## config.mk

```make
export PLATFORM = sky130hd
export DESIGN_NAME = fifo_sync_flags_flat
export DESIGN_NICKNAME = d
export VERILOG_FILES = /design/src/rtl/fifo_sync_flags_if.sv /design/src/rtl/fifo_sync_flags.sv /design/src/flat_wrapper.sv
export SDC_FILE = /design/constraint.sdc
export NUM_CORES = 1
export LEC_CHECK = 0
export ABC_AREA = 0
export BUFFER_PORTS_ARGS = -buffer_cell sky130_fd_sc_hd__buf_2
export CORE_MARGIN = 10
export CORE_UTILIZATION = 39
export CTS_BUF_LIST = sky130_fd_sc_hd__clkbuf_4 sky130_fd_sc_hd__clkbuf_8
export DETAILED_ROUTE_END_ITERATION = 16
export GPL_ROUTABILITY_DRIVEN = 0
export PLACE_DENSITY = 0.54
export SLEW_MARGIN = 20
export SYNTH_ARGS = -nofsm -noshare
export SYNTH_HDL_FRONTEND = slang
export SYNTH_SLANG_ARGS = --single-unit
```

## constraint.sdc

```tcl
create_clock -name clk -period 3.91 [get_ports clk]
set_input_delay 0.1955 -clock clk [delete_from_list [all_inputs] [get_ports clk]]
set_output_delay 0.1955 -clock clk [all_outputs]
set_load 0.05 [all_outputs]
```

## src/rtl/fifo_sync_flags_if.sv

```systemverilog
// fifo_sync_flags_if: handshake/data bundle for the single-clock FIFO.
//
// Handshake: WR is a write request, accepted on a rising clk edge only when
// full=0 (full acts as the inverse of ready). RD is a pop request, accepted
// only when empty=0. Q is the head word and is valid whenever empty=0
// (show-ahead). Rejected requests are dropped; the requester must re-assert.
interface fifo_sync_flags_if #(
  parameter int data_width = 8,
  parameter int add_width  = 4
);
  logic                  WR;
  logic                  RD;
  logic [data_width-1:0] D;
  logic [data_width-1:0] Q;
  logic                  empty;
  logic                  full;
  logic                  almost_empty;
  logic                  almost_full;
  logic [add_width:0]    count;
  logic                  ovf;
  logic                  unf;

  // Producer/consumer side: drives requests and data, observes status.
  modport master (
    output WR, RD, D,
    input  Q, empty, full, almost_empty, almost_full, count, ovf, unf
  );

  // FIFO side.
  modport slave (
    input  WR, RD, D,
    output Q, empty, full, almost_empty, almost_full, count, ovf, unf
  );
endinterface

```

## src/rtl/fifo_sync_flags.sv

```systemverilog
// fifo_sync_flags: single-clock show-ahead FIFO, depth = 2**add_width.
// Registered empty/full/almost flags and occupancy count, all updated
// together from the next-state pointers/count.
// Optional sticky overflow/underflow flags: define FIFO_ERR_FLAGS_EN.
module fifo_sync_flags #(
  parameter int data_width = 8,
  parameter int add_width  = 4,
  parameter int af_level   = 12,
  parameter int ae_level   = 3
) (
  input logic              clk,
  input logic              srst,
  fifo_sync_flags_if.slave fifo_if
);

  localparam int depth = 1 << add_width;
  localparam logic [add_width:0] one_c = (add_width + 1)'(1);
  localparam logic [add_width:0] af_c  = (add_width + 1)'(af_level);
  localparam logic [add_width:0] ae_c  = (add_width + 1)'(ae_level);

  logic [data_width-1:0] ram_q [depth];

  logic [add_width:0] wr_ptr_q, wr_ptr_d;
  logic [add_width:0] rd_ptr_q, rd_ptr_d;
  logic [add_width:0] count_q, count_d;
  logic               empty_q, empty_d;
  logic               full_q, full_d;
  logic               ae_q, ae_d;
  logic               af_q, af_d;
  logic               wr_en, rd_en;

  // Requests are qualified by the registered flags from the start of the cycle.
  assign wr_en = fifo_if.WR & ~full_q;
  assign rd_en = fifo_if.RD & ~empty_q;

  // Next-state pointers, count and flags.
  always_comb begin
    wr_ptr_d = wr_ptr_q;
    rd_ptr_d = rd_ptr_q;
    count_d  = count_q;
    if (wr_en) wr_ptr_d = wr_ptr_q + one_c;
    if (rd_en) rd_ptr_d = rd_ptr_q + one_c;
    case ({wr_en, rd_en})
      2'b10:   count_d = count_q + one_c;
      2'b01:   count_d = count_q - one_c;
      default: count_d = count_q;
    endcase
    // Pointers carry one extra MSB so equal-low-bits can mean empty or full.
    empty_d = (wr_ptr_d == rd_ptr_d);
    full_d  = (wr_ptr_d[add_width] != rd_ptr_d[add_width]) &&
              (wr_ptr_d[add_width-1:0] == rd_ptr_d[add_width-1:0]);
    ae_d    = (count_d <= ae_c);
    af_d    = (count_d >= af_c);
  end

  // Pointer, count and flag registers; reset wins over any request.
  always_ff @(posedge clk) begin
    if (srst) begin
      wr_ptr_q <= '0;
      rd_ptr_q <= '0;
      count_q  <= '0;
      empty_q  <= 1'b1;
      full_q   <= 1'b0;
      ae_q     <= 1'b1;
      af_q     <= 1'b0;
    end else begin
      wr_ptr_q <= wr_ptr_d;
      rd_ptr_q <= rd_ptr_d;
      count_q  <= count_d;
      empty_q  <= empty_d;
      full_q   <= full_d;
      ae_q     <= ae_d;
      af_q     <= af_d;
    end
  end

  // Storage write; contents are never cleared, a write during reset is dropped.
  always_ff @(posedge clk) begin
    if (wr_en && !srst) begin
      ram_q[wr_ptr_q[add_width-1:0]] <= fifo_if.D;
    end
  end

  // Show-ahead head word.
  assign fifo_if.Q            = ram_q[rd_ptr_q[add_width-1:0]];
  assign fifo_if.empty        = empty_q;
  assign fifo_if.full         = full_q;
  assign fifo_if.almost_empty = ae_q;
  assign fifo_if.almost_full  = af_q;
  assign fifo_if.count        = count_q;

`ifdef FIFO_ERR_FLAGS_EN
  logic ovf_q;
  logic unf_q;

  // Sticky error flags: any rejected request sets them until reset.
  always_ff @(posedge clk) begin
    if (srst) begin
      ovf_q <= 1'b0;
      unf_q <= 1'b0;
    end else begin
      if (fifo_if.WR && full_q)  ovf_q <= 1'b1;
      if (fifo_if.RD && empty_q) unf_q <= 1'b1;
    end
  end

  assign fifo_if.ovf = ovf_q;
  assign fifo_if.unf = unf_q;
`else
  assign fifo_if.ovf = 1'b0;
  assign fifo_if.unf = 1'b0;
`endif

endmodule
```

## src/flat_wrapper.sv

```systemverilog
// flat-port wrapper written by rule: the top's interface ports become plain ports
module fifo_sync_flags_flat 
#(
  parameter int data_width = 8,
  parameter int add_width  = 4,
  parameter int af_level   = 12,
  parameter int ae_level   = 3
)
  (clk, srst, fifo_if_WR, fifo_if_RD, fifo_if_D, fifo_if_Q, fifo_if_empty, fifo_if_full, fifo_if_almost_empty, fifo_if_almost_full, fifo_if_count, fifo_if_ovf, fifo_if_unf);
  fifo_sync_flags_if #(.data_width(data_width), .add_width(add_width)) fifo_if_i ();
  input logic clk;
  input logic srst;
  input wire logic [$bits(fifo_if_i.WR)-1:0] fifo_if_WR;
  input wire logic [$bits(fifo_if_i.RD)-1:0] fifo_if_RD;
  input wire logic [$bits(fifo_if_i.D)-1:0] fifo_if_D;
  output wire logic [$bits(fifo_if_i.Q)-1:0] fifo_if_Q;
  output wire logic [$bits(fifo_if_i.empty)-1:0] fifo_if_empty;
  output wire logic [$bits(fifo_if_i.full)-1:0] fifo_if_full;
  output wire logic [$bits(fifo_if_i.almost_empty)-1:0] fifo_if_almost_empty;
  output wire logic [$bits(fifo_if_i.almost_full)-1:0] fifo_if_almost_full;
  output wire logic [$bits(fifo_if_i.count)-1:0] fifo_if_count;
  output wire logic [$bits(fifo_if_i.ovf)-1:0] fifo_if_ovf;
  output wire logic [$bits(fifo_if_i.unf)-1:0] fifo_if_unf;
  assign fifo_if_i.WR = fifo_if_WR;
  assign fifo_if_i.RD = fifo_if_RD;
  assign fifo_if_i.D = fifo_if_D;
  assign fifo_if_Q = fifo_if_i.Q;
  assign fifo_if_empty = fifo_if_i.empty;
  assign fifo_if_full = fifo_if_i.full;
  assign fifo_if_almost_empty = fifo_if_i.almost_empty;
  assign fifo_if_almost_full = fifo_if_i.almost_full;
  assign fifo_if_count = fifo_if_i.count;
  assign fifo_if_ovf = fifo_if_i.ovf;
  assign fifo_if_unf = fifo_if_i.unf;
  fifo_sync_flags #(.data_width(data_width), .add_width(add_width), .af_level(af_level), .ae_level(ae_level)) u_core (.clk(clk), .srst(srst), .fifo_if(fifo_if_i));
endmodule
```

==> results of run 1 <==
[path summary, 6_finish.rpt]
kind,startpoint,end,cells after the start
max,u_core.rd_ptr_q[0],fifo_if_Q[7],5
min,srst,u_core.wr_ptr_q[4],2
max reg2reg,u_core.fifo_if.full,u_core.fifo_if.almost_empty,10
min reg2reg,u_core.rd_ptr_q[4],u_core.rd_ptr_q[4],2
[stage by stage]
step / power [µW] / instances / setup WS [ns] / utilization
after floorplan: 2180 / 342 / 1.18 / -
after global placement: 2270 / 568 / 1.38 / 0.422
after detailed placement: 2280 / 568 / 1.29 / 0.422
after CTS: 3530 / 600 / 0.845 / 0.449
after global routing: 3630 / 600 / 0.756 / 0.449
final: 3480 / 600 / 0.914 / 0.449
[sequential cells by signal (all words and copies together) (netlist names)]
register                     count
u_core.fifo_if.count             5
u_core.fifo_if.empty             1
u_core.fifo_if.almost_empty      1
u_core.wr_ptr_q                  5
u_core.ram_q                   128
u_core.fifo_if.full              1
u_core.fifo_if.almost_full       1
u_core.rd_ptr_q                  5
[layout by cell type (no fill, tap or decap), types with 7 or more instances in the layout]
cell type	netlist	final
sky130_fd_sc_hd__xor2_1	9	9
sky130_fd_sc_hd__dfxtp_1	19	17
sky130_fd_sc_hd__xnor2_1	7	7
sky130_fd_sc_hd__nor2_1	28	28
sky130_fd_sc_hd__mux2i_1	11	11
sky130_fd_sc_hd__clkbuf_8	0	17
sky130_fd_sc_hd__inv_1	8	8
sky130_fd_sc_hd__a21oi_1	9	9
sky130_fd_sc_hd__buf_2	9	28
sky130_fd_sc_hd__ha_1	8	8
sky130_fd_sc_hd__mux4_2	25	25
sky130_fd_sc_hd__nor2b_1	12	12
sky130_fd_sc_hd__mux4_1	7	7
sky130_fd_sc_hd__buf_4	3	9
sky130_fd_sc_hd__edfxtp_1	128	128
[cells by family (layout without fill, tap and decap cells)]
| family | count (synthesis) | count (layout) | share of synthesized area |
|---|---|---|---|
| multiplexers | 44 | 44 | 0.143 |
| AND/OR/NAND/NOR | 65 | 65 | 0.0572 |
| AO/OA/AOI/OAI | 29 | 29 | 0.0353 |
| adder cells (fa/ha/maj) | 8 | 8 | 0.0164 |
| other | 1 | 2 | 0.000614 |
| flip-flops | 147 | 147 | 0.692 |
| XOR/XNOR | 17 | 17 | 0.0256 |
| buffers and inverters | 30 | 77 | 0.0299 |
[layer usage]
metal	routed length (µm)	track usage	part of all wire
met5	0	0	0
met4	50	0.0369	0.0042
met3	375	0.0366	0.031
met2	5990	0.183	0.50
met1	5620	0.149	0.47
[worst reg2reg max path, stage by stage (launching register included)]
cell,delay [ns]
sky130_fd_sc_hd__dfxtp_1,0.33
sky130_fd_sc_hd__nor2b_1,0.24
sky130_fd_sc_hd__inv_1,0.15
sky130_fd_sc_hd__ha_1,0.30
sky130_fd_sc_hd__xor2_1,0.20
sky130_fd_sc_hd__ha_1,0.24
sky130_fd_sc_hd__a21o_1,0.16
sky130_fd_sc_hd__a22o_1,0.22
sky130_fd_sc_hd__a222oi_1,0.29
sky130_fd_sc_hd__o211ai_1,0.17
sky130_fd_sc_hd__and4b_1,0.22
[power groups by stage]
stage	sequential [µW]	combinational, µW	clock (µW)
detailed placement	1820	456	0
global route	1790	485	1350
finish	1790	450	1250
global placement	1820	452	0
floorplan	1850	324	0
CTS	1790	457	1280
[final cells by class]
cell class | instances | share of cell area
inverter | 8 | 0.00438
clock buffer | 20 | 0.0374
clock inverter | 12 | 0.0237
tap | 211 | 0.0385
timing repair buffer | 37 | 0.0303
sequential | 147 | 0.616
multi-input combinational | 165 | 0.249
==> run summary, run 1 <==
The run finished with clean final reports. Clock latency on the worst-skew pair, taken at its later pin, is 0.43 ns. After detailed routing, the average wire length per cell comes to 20.0 µm. The analysis attributes to cell leakage a power of 0.00225 µW. After detailed routing, the number of remaining DRC violations is 0.

Across all layers, the routed design uses 3,002 vias. The antenna cell count was 0; the slew at the pin closest to its max-slew limit was 1.01 ns. After synthesis, the most frequently instantiated cells are sky130_fd_sc_hd__edfxtp_1, sky130_fd_sc_hd__nor2_1, sky130_fd_sc_hd__mux4_2. The finished cells cover 6860 µm². The share of the clock period used by the worst path is 0.766, and the antenna violation net count after detailed routing is 0. Cell with the biggest individual delay on the critical path: sky130_fd_sc_hd__dfxtp_2.

For the clock network fraction of total power, the log shows 0.359. The share of synthesized flip-flops with an asynchronous set or reset came out at 0. For the upper clock frequency limit, the log shows 334 MHz. sky130_fd_sc_hd__edfxtp_1 takes more of the synthesized area than any other cell. After synthesis the netlist holds a flip-flop and latch count of 147. STA classifies the critical path startpoint as a flip-flop. TritonCTS built the clock tree. For the effective utilization at floorplan, the log shows 0.400.

For this run the aggregate overflow at the end of global routing stands at 0. Sorting the synthesized cells by area gives the leading types as sky130_fd_sc_hd__edfxtp_1, sky130_fd_sc_hd__mux4_2, sky130_fd_sc_hd__dfxtp_1. The critical path is of the flip-flop to output pin type. The max capacitance violation total came out at 0.

The number of setup buffers added after CTS is 0. For this run, the post-layout net count is 396. In this run the horizontal extent of the chip is 145 µm.

The sequential cell area fraction in the yosys report was 0.692. The synthesized area per cell works out to 17.9 µm². The layout overhead on the synthesized area came out at 12.4%.

The estimated wirelength of the detail-placed design is 7780 µm. The tools report the root buffer cell as sky130_fd_sc_hd__clkbuf_8. The power per cell area was 508 nW/µm²; the ratio of cells with drive above 1 in the final layout was 0.272. The combined buffer and inverter count along the critical path works out to 1. The number of antenna violations at the first check in global routing is 0.

Data on the critical path is required at its endpoint by 3.71 ns. For the area of the core region, the log shows 15,300 µm². The mean number of vias per cell was 5.00; the relative contribution of combinational cells to total power was 0.129.

The minimum period implied by the final worst setup slack is 3.00 ns, and the clock-pin transition on the worst setup and hold timing paths is 0.08 ns. For the detailed-routing iteration count for the pre-antenna-repair pass, the log shows 4. For the internal reg-to-reg setup slack, the log shows 1.28 ns. The signal on the critical path passes through mux4_1, nor2b_1, a211oi_1, a21oi_1, buf_2. In the final layout, the multi-input gates occupy 1710 µm². The largest single stage delay on the critical path is 0.79 ns. The hold buffer count at CTS is 0. For this design the total switching power over the nets is 866 µW. The cell count after synthesis came out at 341. The accumulated negative setup slack was 0 ns. Port buffering added 28 buffers. The number of pins exceeding their max-slew limit in the final report is 0.

The logs give 12,000 µm for the total wirelength of the detailed-routed design and 0.327 for the worst slew margin relative to its limit. The largest net degree at the start of global routing is 23. For the H-tree depth, the log shows 4. Setup violations remaining at the end of the flow were counted as 0. The die covers 21,100 µm². Setup repair after global routing left no endpoint under its margin. The cell with the most instances after synthesis is sky130_fd_sc_hd__edfxtp_1. Across all hold checks on the routed design, the worst slack comes to 0.143 ns.

The kind of cell with the highest combined delay on the critical path is flip-flops. The top cell type's share of synthesized area is 0.630. The number of gates resized after cts is 0, and the global router's overall resource usage is 0.116. The internal power of the cells totals 2620 µW. Summing all placed instances gives a cell area of 6440 µm². The switching power as a share of total power came out at 0.249. The via count of the first global-routing pass was 3,192. Across the VDD grid, the largest voltage drop is 0.257 mV. The number of hold violations in the final report was 0. The critical path arrival came out at 2.80 ns.

The run gives 45 as the cell row count. Worst min-delay path category: primary input to flip-flop. Pin placement for this block handled 31 I/O pins. The endpoint type of the worst setup path was an output pin.

Global-route wire length before repair: 18,600 µm. The worst-case clock skew came out at 0.00886 ns. The run gives 1,338 as the number of filler cells placed in the layout. In this run the deepest clock path goes through 2 buffers. Along the worst path, the maximum fanout reaches 20. In the synthesized netlist the dominant register cell turns out to be sky130_fd_sc_hd__edfxtp_1. The number of sinks handled by clock tree synthesis is 147. Measured along the y axis, the die boundary spans 145 µm. The detailed router finished its first iteration with 191 violations.

The proportion of power drawn by flip-flops and latches was 0.512; the count of different cell masters after synthesis was 44. The synthesized design contains 128 enable-type register cells. During synthesis, Yosys emitted a total of 0 warnings. The tools report the synthesized area as 6100 µm². In this run, CTS created clock tree buffers numbering 17. The tools report the combined flip-flop and latch cell area as 4230 µm².
Power figures use the tool's default switching activity.
==> run 2, diff against run 1 <==
Clock period 3.91 ns to 2.85 ns, I/O delays scaled along.
==> run 2 against run 1 <==
Hold slack got worse by 0.063 ns. Design area increased by 1.8%. Register-to-register slack got worse by 0.98 ns. Core utilization increased by 0.81 points. Die area unchanged. Critical endpoint unchanged. Largest cell class unchanged.
==> run summary, run 2 (synthesis gave the netlist of run 1 again) <==
The root buffer cell was sky130_fd_sc_hd__clkbuf_8. The deepest clock path buffer count was 2 (unchanged); the detailed-routing iteration count for the pre-antenna-repair pass was 4 (unchanged). The logs give 36 (+57%) for the largest net degree at the start of global routing and 0.423 (+0.0962) for the worst slew margin relative to its limit.

The share of the clock period used by the worst path is 0.904, and the antenna cell count is 0 (unchanged). The die outline width came out at 145 µm (unchanged). The total wirelength of the detailed-routed design was 11,900 µm (-1.2%).

The cell with the biggest individual delay on the critical path was sky130_fd_sc_hd__dfxtp_1. The layer flagged by global routing as most heavily used is met2. The mean number of vias per cell came out at 5.02 (+0.42%). Initial DRC count: 213 (+12%).

The critical path is of the flip-flop to output pin type. For the worst-case clock skew, the log shows 0.0111 ns (+0.00220 ns). For the number of buffers inserted during clock tree synthesis, the log shows 17 (unchanged). The global-route congestion overflow total was 0 (unchanged); the critical path arrival was 2.44 ns (-0.36 ns).

The tools report the startpoint type of the worst setup path as a flip-flop. In the layout the commonest cells are sky130_fd_sc_hd__edfxtp_1, sky130_fd_sc_hd__nor2_1, sky130_fd_sc_hd__buf_2. The overall die height was 145 µm (unchanged). The hold buffer count at CTS was 0 (unchanged); the setup slack of the critical path after layout was 0.272 ns (-0.642 ns).

The minimum period implied by the final worst setup slack is 2.58 ns, and the H-tree depth is 4 (unchanged). The number of hold violations in the final report came out at 0 (unchanged). The power per cell area is 695 nW/µm² (+37%). The library cell used most frequently in the layout, excluding fill and tap cells, is sky130_fd_sc_hd__edfxtp_1. The area of the core region is 15,300 µm² (unchanged).

Ratio of cells with drive above 1 in the final layout: 0.291 (+0.0186). The run gives 0 (unchanged) as the number of remaining DRC errors. Flip-flop count of the largest register after layout: 128 (unchanged). The clock-pin transition on the worst setup and hold timing paths is 0.08 ns (about the same), and the global router's overall resource usage is 0.116 (+0.000590).

The maximum cell stage delay along the critical path is 0.70 ns (-0.09 ns). For this run, the top clock speed supported by timing is 388 MHz. The I/O pin total is 31 (unchanged), and the combined buffer and inverter count along the critical path is 2 (+1). The met1 usage was 0.145 (-0.00358); the via count of the first global-routing pass was 3,242 (+1.6%). The latest clock arrival within the worst-skew pair was 0.45 ns (+0.02 ns); the effective utilization at floorplan was 0.400 (unchanged).

The worst min-delay path category is primary input to flip-flop. The static leakage power is 0.00233 µW (+3.3%). The number of nets in the final layout was 409 (+3.3%); the placement-stage worst setup slack was 0.218 ns (-1.07 ns).

Endpoint type of the worst setup path: an output pin. The global routing met2 resource utilization was 0.186 (+0.00343); the worst voltage drop across the vdd grid was 0.290 mV (+13%). The logs give 3,080 (+2.6%) for the via total after detailed routing and 7720 µm (-0.84%) for the estimated wirelength of the detail-placed design.

The global-route wire length before repair was 18,700 µm (+0.67%). The run finished with clean final reports. For the accumulated negative setup slack, the log shows 0 ns (unchanged).

Setup repair after global routing left no endpoint under its margin. The tools report the number of sinks handled by clock tree synthesis as 147 (unchanged). The number of pins exceeding their max-slew limit in the final report is 0 (unchanged). From synthesis to final layout, the design area changed by 14.4%. Met3 track utilization from global routing: 0.0332 (-0.00342). The slew at the pin closest to its max-slew limit is 0.862 ns (-0.144 ns).

The cell row count is 45 (unchanged), and the antenna violation net count after detailed routing is 0 (unchanged). Number of antenna violations at the first check in global routing: 0 (unchanged). The max capacitance violation total came out at 0 (unchanged). The logs give 0 (unchanged) for the final count of negative-setup-slack endpoints and 2.71 ns (-1.00 ns) for the required time reported for the critical path endpoint. The critical path goes through buf_12, mux4_1, a211oi_1, a21oi_1, buf_2. The number of input and output port buffers inserted is 28 (unchanged). The kind of cell with the highest combined delay on the critical path is flip-flops. The wire length per cell after detailed routing came out at 19.4 µm (-3.3%). Critical-path maximum fanout: 19 (-5.0%). TritonCTS built the clock tree. The area of the die came out at 21,100 µm² (unchanged).
==> run 2: metrics by stage <==
stage	std cells	hold WS, ns	utilization	power, µW	instance area (µm²)
floorplan	342	0.241	-	2990	6110
global placement	581	0.510	0.428	3120	6540
detailed placement	581	0.531	0.428	3130	6540
CTS	613	0.0619	0.457	4910	6980
global route	613	0.0735	0.458	5060	6980
finish	613	0.0803	0.458	4850	6980
==> run 2: worst register-to-register path: cells and delay by family (launching register included) <==
| kind | cells | cell delay, ns |
|---|---|---|
| fa+ha+maj | 2 | 0.53 |
| compound gates | 4 | 0.89 |
| simple gates | 2 | 0.39 |
| flops | 1 | 0.33 |
| buf+inv | 1 | 0.12 |
| xor+xnor | 1 | 0.19 |
==> run 2: metal layers <==
| metal | routed length (µm) | share of wire |
|---|---|---|
| met2 | 6030 | 0.51 |
| met1 | 5210 | 0.44 |
| met4 | 172 | 0.014 |
| met5 | 0 | 0 |
| met3 | 466 | 0.039 |
==> run 2: what timing repair did <==
action | in CTS | in global routing
endpoints found under the setup margin | 0 | 2
resized for setup | 0 | 2
buffers inserted | 0 | 0
==> run 2: power breakdown <==
part / internal, µW / leakage, µW / switching (µW)
combinational: 247 / 0.000797 / 401
sequential: 2380 / 0.00131 / 42.6
clock: 1050 / 0.000223 / 740
==> run 2: final cells by class <==
cell class,count,area (µm²)
Inverter,8,30.0
Clock buffer,19,249
Multi-Input combinational cell,165,1700
Timing Repair Buffer,50,322
Clock inverter,13,189
Tap cell,211,264
Fill cell,1316,8280
Sequential cell,147,4230
==> run 2: path summary, 6_finish.rpt <==
path	startpoint	to	slack [ns]	depth (start not counted)
setup / recovery	u_core.rd_ptr_q[2]	fifo_if_Q[7]	0.27	5
hold / removal	fifo_if_D[3]	u_core.ram_q[2][3]	0.08	1
setup reg to reg	u_core.fifo_if.full	u_core.fifo_if.almost_empty	0.30	10
hold reg to reg	u_core.rd_ptr_q[4]	u_core.rd_ptr_q[4]	0.54	2
==> run 3, diff against run 2 <==
Settings changed: PLACE_DENSITY 0.54 to 0.67.
==> run 3 against run 2 <==
Maximum frequency down 4.4%. Clock skew down 0.0011 ns. Die area unchanged. Global-route usage down 0.73 points. Count of clock-buffer cells in the layout unchanged. Design area down 1.4%. Worst setup slack worse by 0.12 ns. Total power down 7.6%. Core utilization down 0.65 points. Flip-flop and latch count unchanged. Sequential power about the same. Clock power down 21%. Largest cell class unchanged. Largest power group unchanged.
==> run summary, run 3 (synthesis gave the netlist of run 1 again) <==
The power per cell area was 652 nW/µm² (-6.3%). The min-delay analysis places its worst path in the category primary input to flip-flop. The slew at the pin closest to its max-slew limit came out at 0.820 ns (-0.0417 ns).

The H-tree depth came out at 4 (unchanged). For the estimated wirelength of the detail-placed design, the log shows 7510 µm (-2.7%). The most common cell after layout, fill and taps aside is sky130_fd_sc_hd__edfxtp_1. The endpoint type of the worst setup path is an output pin. The run gives 0 (unchanged) as the number of hold violations in the final report.

The wire length per cell after detailed routing is 18.2 µm (-6.3%), and the deepest clock path buffer count is 2 (unchanged). For the area of the multi-input gates, the log shows 1700 µm² (-0.15%). In the layout the commonest cells are sky130_fd_sc_hd__edfxtp_1, sky130_fd_sc_hd__nor2_1, sky130_fd_sc_hd__buf_2.

Share of the clock period used by the worst path: 0.946 (+0.0418). The logs give 22 (-39%) for the largest net degree at the start of global routing and 2.55 ns (+0.11 ns) for the critical path arrival. The tools report the number of antenna violations at the first check in global routing as 0 (unchanged).

The tools report the utilization of the core after routing as 0.451 (-0.00648). The global-route congestion overflow total was 0 (unchanged); the final count of negative-setup-slack endpoints was 0 (unchanged). The worst slew margin relative to its limit is 0.452 (+0.0292), and the cell row count is 45 (unchanged). Ratio of cells with drive above 1 in the final layout: 0.292 (+0.000726). Setup repair after global routing left no endpoint under its margin.

Compared with the post-synthesis result, the final layout area differs by 12.8%. Critical-path maximum fanout: 13 (-6). The global-route wire length before repair is 18,000 µm (-4.1%), and the hold buffer count at CTS is 0 (unchanged). The mean number of vias per cell is 5.03 (about the same), and the worst-case clock skew is 0.00999 ns (-0.00107 ns). The number of buffers inserted during clock tree synthesis came out at 17 (unchanged). I/O pin total: 31 (unchanged). The overall die height is 145 µm (unchanged). The clock-pin transition on the worst setup and hold timing paths was 0.08 ns (about the same). The logs give 4 (unchanged) for the detailed-routing iteration count for the pre-antenna-repair pass and 4230 µm² (about the same) for the combined flip-flop and latch cell area. The number of pins exceeding their max-slew limit in the final report is 0 (unchanged), and the minimum period implied by the final worst setup slack is 2.70 ns (+0.119 ns). Static leakage power: 0.00227 µW (-2.5%). The effective utilization at floorplan is 0.400 (unchanged), and the number of remaining DRC errors is 0 (unchanged).

The accumulated negative setup slack was 0 ns (unchanged). The number of filler cells placed in the layout came out at 1,327 (+0.84%). The root buffer cell was sky130_fd_sc_hd__clkbuf_8.

The placement-stage cell area was 6530 µm² (-0.11%); the number of gates resized after cts was 0 (unchanged). The flip-flop count of the largest register after layout is 128 (unchanged), and the worst voltage drop across the vdd grid is 0.341 mV (+18%). The post-route standard cell area excluding fillers is 6880 µm² (-1.4%). For the buffers inserted during post-CTS setup optimization, the log shows 0 (unchanged). The die outline width came out at 145 µm (unchanged).

The tools report the upper clock frequency limit as 371 MHz (-4.4%). The number of nets in the final layout was 408 (-0.24%); the area of the core region was 15,300 µm² (unchanged). Antenna violation net count after detailed routing: 0 (unchanged). The number of sinks handled by clock tree synthesis was 147 (unchanged); the total wirelength of the detailed-routed design was 11,100 µm (-6.5%). Startpoint type of the worst setup path: a flip-flop. The flow ran to the end, and the final reports show no timing, DRC or antenna violations. The worst setup path is of the flip-flop to output pin kind.

Antenna cell count: 0 (unchanged). The max capacitance violation total came out at 0 (unchanged). The tools report the via total after detailed routing as 3,077 (-0.097%). The run gives 2.71 ns (about the same) as the required time reported for the critical path endpoint. TritonCTS built the clock tree. The logs give 178 (-16%) for the initial DRC count and 3,361 (+3.7%) for the via count of the first global-routing pass. The number of input and output port buffers inserted is 28 (unchanged). The latest clock arrival within the worst-skew pair was 0.43 ns (-0.02 ns); the area of the die was 21,100 µm² (unchanged). Global router's overall resource usage: 0.109 (-0.00734).
-- run 3: changes by cell type in the layout (fill, tap and decap cells not counted), sizes merged --
| cell | delta |
|---|---|
| clkinvlp | +2 |
| bufinv | -5 |
| inv | +4 |
| clkinv | -1 |
| buf | -1 |
-- run 3: per-stage QoR --
step	hold WS, ns	setup WS, ns	total power [µW]	cells
2_1_floorplan	0.241	0.124	2990	342
3_3_place_gp	0.505	0.341	3120	580
3_5_place_dp	0.507	0.169	3130	580
4_1_cts	0.0562	0.00739	4530	612
5_1_grt	0.0546	0.000135	4690	612
6_report	0.0820	0.153	4480	612
-- run 3: final timing paths --
kind | cells after the start | slack (ns) | from | end
setup / recovery | 5 | 0.15 | u_core.rd_ptr_q[2] | fifo_if_Q[2]
hold / removal | 1 | 0.08 | fifo_if_D[1] | u_core.ram_q[11][1]
setup reg to reg | 10 | 0.17 | u_core.fifo_if.full | u_core.fifo_if.almost_empty
hold reg to reg | 2 | 0.52 | u_core.rd_ptr_q[4] | u_core.rd_ptr_q[4]
-- run 3: worst max-delay path, stage by stage, from the launching register on --
cell	delay [ns]
sky130_fd_sc_hd__dfxtp_1	0.74
sky130_fd_sc_hd__buf_4	0.35
sky130_fd_sc_hd__mux4_1	0.34
sky130_fd_sc_hd__a211oi_1	0.32
sky130_fd_sc_hd__a21oi_1	0.10
sky130_fd_sc_hd__buf_2	0.27
-- run 3: layout make-up --
type / count / share of cell area
Sequential cell: 147 / 0.614
Multi-Input combinational cell: 165 / 0.247
Timing Repair Buffer: 49 / 0.0451
Tap cell: 211 / 0.0384
Clock buffer: 19 / 0.0362
Clock inverter: 13 / 0.0147
Inverter: 8 / 0.00436
-- run 3: layer usage --
metal,wire (µm),vias up,part of all wire,track usage
met5,0,-,0,0
met4,150,0,0.014,0.0420
met3,467,11,0.042,0.0360
met2,5450,63,0.49,0.173
met1,5050,1582,0.45,0.136
li1,-,1421,-,-
-- run 3: power breakdown --
group | total [µW] | internal, µW | switching [µW]
sequential | 2430 | 2380 | 54.0
combinational | 638 | 249 | 390
clock | 1410 | 631 | 782
